[config.mk]
export PLATFORM = sky130hd
export DESIGN_NAME = batch_reverser
export DESIGN_NICKNAME = d
export VERILOG_FILES = /design/src/rtl/batch_reverser_pkg.sv /design/src/rtl/batch_bank_ram.sv /design/src/rtl/batch_reverser.sv
export SDC_FILE = /design/constraint.sdc
export NUM_CORES = 1
export LEC_CHECK = 0
export ABC_AREA = 1
export BUFFER_PORTS_ARGS = -buffer_cell sky130_fd_sc_hd__buf_2
export CORE_MARGIN = 2
export CORE_UTILIZATION = 60
export CTS_CLUSTER_DIAMETER = 200
export DETAILED_ROUTE_END_ITERATION = 6
export PLACE_DENSITY_LB_ADDON = 0.2
export SKIP_CTS_REPAIR_TIMING = 1
export SLEW_MARGIN = 20
export SYNTH_ARGS = -nofsm -noshare
export SYNTH_HDL_FRONTEND = slang
export SYNTH_SLANG_ARGS = --single-unit
[constraint.sdc]
create_clock -name clk -period 2.6 [get_ports clk]
set_input_delay 0.26 -clock clk [delete_from_list [all_inputs] [get_ports clk]]
set_output_delay 0.26 -clock clk [all_outputs]
set_load 0.02 [all_outputs]
[src/rtl/batch_reverser_pkg.sv]
// Shared types for the backward-recursion path of the batch filter.
// ctrl_t is the control-signal sample exchanged between reverser, LUT and Batch_top.
package batch_reverser_pkg;

  typedef logic [2:0] ctrl_t;

endpackage

[src/rtl/batch_bank_ram.sv]
// DEPTH x N simple dual-port RAM: one write port, one registered read port.
// The read register clears on reset and holds its value while re_i is low.
module batch_bank_ram #(
  parameter int N     = 3,
  parameter int DEPTH = 64,
  localparam int AW   = $clog2(DEPTH)
) (
  input  logic          clk_i,
  input  logic          rst_i,
  input  logic          we_i,
  input  logic [AW-1:0] waddr_i,
  input  logic [N-1:0]  wdata_i,
  input  logic          re_i,
  input  logic [AW-1:0] raddr_i,
  output logic [N-1:0]  rdata_o
);

  logic [N-1:0] mem_q [DEPTH];
  logic [N-1:0] rdata_q;

  // Storage is deliberately not reset; contents are never read before being written.
  always_ff @(posedge clk_i) begin
    if (we_i) begin
      mem_q[waddr_i] <= wdata_i;
    end
  end

  always_ff @(posedge clk_i) begin
    if (rst_i) begin
      rdata_q <= '0;
    end else if (re_i) begin
      rdata_q <= mem_q[raddr_i];
    end
  end

  assign rdata_o = rdata_q;

endmodule

[src/rtl/batch_reverser.sv]
// Ping-pong batch store that replays each completed batch time-reversed at the input rate.
// One output per accepted input, one cycle later; no backpressure, downstream must always accept.
module batch_reverser
  import batch_reverser_pkg::*;
#(
  parameter int N     = 3,
  parameter int DEPTH = 64
) (
  input  logic         clk,
  input  logic         rst,
  input  logic [N-1:0] in,
  input  logic         in_valid,
  output logic [N-1:0] out,
  output logic         out_valid,
  output logic         out_first,
  output logic         out_last
);

  localparam int AW = $clog2(DEPTH);
  localparam logic [AW-1:0] LAST_ADDR = AW'(DEPTH - 1);

  logic [AW-1:0] wr_addr_q, wr_addr_d;
  logic          wr_bank_q, wr_bank_d;
  logic          primed_q,  primed_d;
  logic          rd_bank_q, rd_bank_d;
  logic          valid_q,   valid_d;
  logic          first_q,   first_d;
  logic          last_q,    last_d;

  logic [AW-1:0] rd_addr;
  logic [N-1:0]  rdata0, rdata1;
  logic          we0, we1, re0, re1;

  assign rd_addr = LAST_ADDR - wr_addr_q;

  always_comb begin
    wr_addr_d = wr_addr_q;
    wr_bank_d = wr_bank_q;
    primed_d  = primed_q;
    rd_bank_d = rd_bank_q;
    valid_d   = 1'b0;
    first_d   = 1'b0;
    last_d    = 1'b0;
    if (in_valid) begin
      valid_d   = primed_q;
      first_d   = primed_q && (wr_addr_q == '0);
      last_d    = primed_q && (wr_addr_q == LAST_ADDR);
      rd_bank_d = ~wr_bank_q;
      if (wr_addr_q == LAST_ADDR) begin
        wr_addr_d = '0;
        wr_bank_d = ~wr_bank_q;
        primed_d  = 1'b1;
      end else begin
        wr_addr_d = wr_addr_q + AW'(1);
      end
    end
  end

  always_ff @(posedge clk) begin
    if (rst) begin
      wr_addr_q <= '0;
      wr_bank_q <= 1'b0;
      primed_q  <= 1'b0;
      rd_bank_q <= 1'b0;
      valid_q   <= 1'b0;
      first_q   <= 1'b0;
      last_q    <= 1'b0;
    end else begin
      wr_addr_q <= wr_addr_d;
      wr_bank_q <= wr_bank_d;
      primed_q  <= primed_d;
      rd_bank_q <= rd_bank_d;
      valid_q   <= valid_d;
      first_q   <= first_d;
      last_q    <= last_d;
    end
  end

  // Reads are gated by primed so out stays 0 instead of exposing unwritten storage.
  assign we0 = in_valid & ~wr_bank_q;
  assign we1 = in_valid &  wr_bank_q;
  assign re0 = in_valid &  wr_bank_q & primed_q;
  assign re1 = in_valid & ~wr_bank_q & primed_q;

  batch_bank_ram #(.N(N), .DEPTH(DEPTH)) u_bank0 (
    .clk_i   (clk),
    .rst_i   (rst),
    .we_i    (we0),
    .waddr_i (wr_addr_q),
    .wdata_i (in),
    .re_i    (re0),
    .raddr_i (rd_addr),
    .rdata_o (rdata0)
  );

  batch_bank_ram #(.N(N), .DEPTH(DEPTH)) u_bank1 (
    .clk_i   (clk),
    .rst_i   (rst),
    .we_i    (we1),
    .waddr_i (wr_addr_q),
    .wdata_i (in),
    .re_i    (re1),
    .raddr_i (rd_addr),
    .rdata_o (rdata1)
  );

  assign out       = rd_bank_q ? rdata1 : rdata0;
  assign out_valid = valid_q;
  assign out_first = first_q;
  assign out_last  = last_q;

endmodule
==> metrics.md <==
| Metric | Value |
|---|---|
| Die area | approximately 31000 um2 |
| Tot GR Track Use | 0.279 |
| Leakage | 8.26 nW |
| Register-to-Register Setup Slack | roughly 0.23 ns |
| Hold Crit Depth | 3 |
| Synth Area in XOR/XNOR | 0 |
| CTS HTree Levels | 2 |
| Largest family of logic cells by synthesized area | simple AND/OR/NAND/NOR gates |
| Clk Latency, worst-skew pair | roughly 0.54 ns |
| Gp weighted congestion | between 0.8 and 0.9 |
| CP Class | register to register |
| Largest net degree at the start of global routing | 95 |
| Antenna Nets Post-Route | 0 |
| Syn Inst Count | between 1500 and 2000 |
| Setup_tns | 0 ns |
| Endpoint class of the critical path | register |
| Initial core utilization | 0.605 |
| Worst R2R Start | wr_addr_q[0] |
| Simple-gate portion of the synthesized area | 0.201 |
| Relative slew slack | 0.517 |
| Post-synth cell types | 21 |
| Post-Synthesis Net Count | 1795 |
| Final Hold Violating Endpoints | 0 |
| Setup Viol. Count Final | 0 |
| Rows | 63 |
| Min-Delay Path Class | input port to register |
| Post-route cell area | between 15000 and 20000 um2 |
| Max Cap Viol | 0 |
| Worst R2R End | u_bank1.rdata_o[2] |
| Crit-path leading delay family | buffers and inverters |
| Syn Area/Cell | between 9 and 10 um2 |
| Drt initial violations | between 1000 and 1500 |
| Overall Power | 14.3 mW |
| Area grow syn2layout | 12.2% |
| Clock slew at reported path FFs | ~0.06 ns |
| Slowest stage delay, CP | ~0.52 ns |
| I/O Buffers | 11 |
| CP bufs+invs | 3 |
| DRT Pass-1 Iters | 5 |
| Mux contribution to synthesized area | 0 |
| CTS tree | yes |
| CP arrival | ~2.8 ns |
| DRC violations left | 0 |
| Slew Limit Fails | 0 |
| Via count | around 12000 |
| Mapped Area | roughly 18000 um2 |
| PwrDens | approximately 720 nW/um2 |
| Clock Tree Buf Depth | 3 |
| Cell Chain, Critical Path | buf_12 > buf_4 > nand2_1 > nand3_1 > nand2_1 > o21ai_0 > nand2_1 > nor2_1 > nand3_1 > nand2_1 > inv_1 |
| Final worst-path cycle share | 0.912 |
| Root Driver | clkbuf_16 |
| Die Y | 176 um |
| Post-DP HPWL | 25.5 mm |
| Fmax | ~420 MHz |
| WL per Instance | roughly 19 um |
| Synth Area in Compound Gates | 0.0348 |
| Max FO, Critical Path | between 70 and 80 |
| Adder-Cell Fraction of Synth Area | 0.00141 |
| Startpoint Class | register |
| Initial antenna violation count | 1 |
| Core footprint | 29400 um2 |
| Worst hold path startpoint | in_valid |
| Vias in the first global route | ~12000 |
| Final min period | ~2.4 ns |
| R2r worst-path depth | 11 |
| Yosys warnings | 0 |
| Drt via density | between 5 and 6 |
| Most frequent CP cell | nand2_1 |
| Share of cells above drive strength 1 | 0.0860 |
| Actual slew at the worst max-slew pin | between 0.7 and 0.8 ns |
| Wire length of the first global-routing pass | between 60 and 70 mm |
| VDD IR-drop max | about 0.00046 V |
| Final wirelength | ~42 mm |
| Final net count | around 1800 |
| Sequential fraction of the synthesis area | 0.669 |
| Critical-path top delay cell | dfxtp_4 |
| Hold EP | rd_bank_q |
| Clk_skew | 0.0209 ns |
| Seq cells post-synth | around 400 |
| Io pins | 12 |
| Status | finished, final reports clean |
| RSZ-0062 raised after global routing | no |
| Grt total ovfl | 0 |
| CTS Sinks | 402 |
| Data required time at the worst endpoint | ~3.0 ns |
| Cts bufs inserted | between 40 and 50 |
| Post-DP Area | roughly 18000 um2 |
| Number of fill cells | ~2200 |
| Die width | about 180 um |
[cells in the mapped netlist, drive strengths merged]
cell      n  area share
nand2   453       0.096
edfxtp  384        0.65
inv     329       0.069
nand3   145       0.041
nor3    129       0.036
nor2    107       0.023
o21ai    56       0.016
buf      52       0.015
clkbuf   42      0.0089
o211ai   36       0.015
dfxtp    18       0.020
or2      16      0.0056
a21oi    11      0.0031
clkinv    5      0.0011
ha        2      0.0014
a211oi    1     0.00042
a31oi     1     0.00035
[sequential cells by signal, indices dropped and copies added (netlist names)]
signal and flops:
u_bank0.mem_q 192, u_bank1.mem_q 192, wr_addr_q 6, u_bank0.rdata_o 3, u_bank1.rdata_o 3, out_first 1
out_last 1, out_valid 1, primed_q 1, rd_bank_q 1, wr_bank_q 1
[metal layers]
| metal | GRT usage | wire length [um] |
|---|---|---|
| met1 | 0.376 | 17000 |
| met2 | 0.451 | 19700 |
| met3 | 0.0504 | 3570 |
| met4 | 0.119 | 1740 |
| met5 | 0 | 19 |
[cell usage in the layout (no fill, tap or decap), types with 3 or more instances in the layout]
master,instances
o211ai_1,36
inv_2,3
o21ai_1,3
dfxtp_1,17
clkinv_1,11
buf_12,6
clkbuf_16,43
a21oi_1,11
or2_2,16
clkinv_2,5
inv_1,325
nor2_4,3
clkbuf_1,6
o21ai_0,53
edfxtp_1,384
buf_4,57
nand3_1,145
nor2_1,104
nor3_1,129
nand2_1,451
buf_2,8
bufinv_16,10
[worst max-delay path by stage]
stage | from | end | cells after the start
final | wr_addr_q[0] | u_bank1.rdata_o[2] | 11
after global routing | wr_addr_q[0] | u_bank1.rdata_o[2] | 11
after CTS | wr_addr_q[0] | u_bank1.rdata_o[2] | 11
after detailed placement | wr_addr_q[0] | u_bank1.rdata_o[2] | 11
after global placement | wr_addr_q[0] | u_bank1.rdata_o[2] | 11
after floorplan | wr_addr_q[0] | u_bank0.mem_q[17][0] | 6
[cell families (layout without fill, tap and decap cells)]
kind of cell,count (synthesis),in the layout
and+or+nand+nor,850,850
adders and majority gates,2,2
buffers and inverters,428,478
other,0,1
AOI/OAI and AO/OA,105,105
DFF,402,402
[worst min-delay path: stages]
cell and delay, ns:
buf_2 0.15, o21ai_0 0.09, nor2_1 0.07
[report_power, final]
group / total [mW] / switching (mW) / internal, mW
clock: 6.43 / 2.38 / 4.06
combinational: 0.784 / 0.585 / 0.199
sequential: 7.11 / 0.0175 / 7.10
[final cells by class]
| cell class | count | area (um2) | area share |
|---|---|---|---|
| Antenna cell | 1 | 2.50 | 0.000125 |
| Timing Repair Buffer | 71 | 588 | 0.0295 |
| Clock inverter | 22 | 357 | 0.0179 |
| Inverter | 334 | 1260 | 0.0629 |
| Multi-Input combinational cell | 957 | 4250 | 0.213 |
| Sequential cell | 402 | 11900 | 0.596 |
| Clock buffer | 51 | 1130 | 0.0564 |
| Tap cell | 390 | 488 | 0.0244 |
[stage by stage]
stage / util / hold slack, ns / instances / worst slack, ns
floorplan: - / 0.359 / 1787 / 0.716
CTS: 0.679 / 0.0635 / 2227 / 0.289
finish: 0.679 / 0.0722 / 2228 / 0.229
detailed placement: 0.628 / 0.521 / 2154 / 0.302
global placement: 0.628 / 0.521 / 2154 / 0.329
global route: 0.679 / 0.0801 / 2227 / 0.0512
No activity file was read; power rests on OpenSTA's default activity.
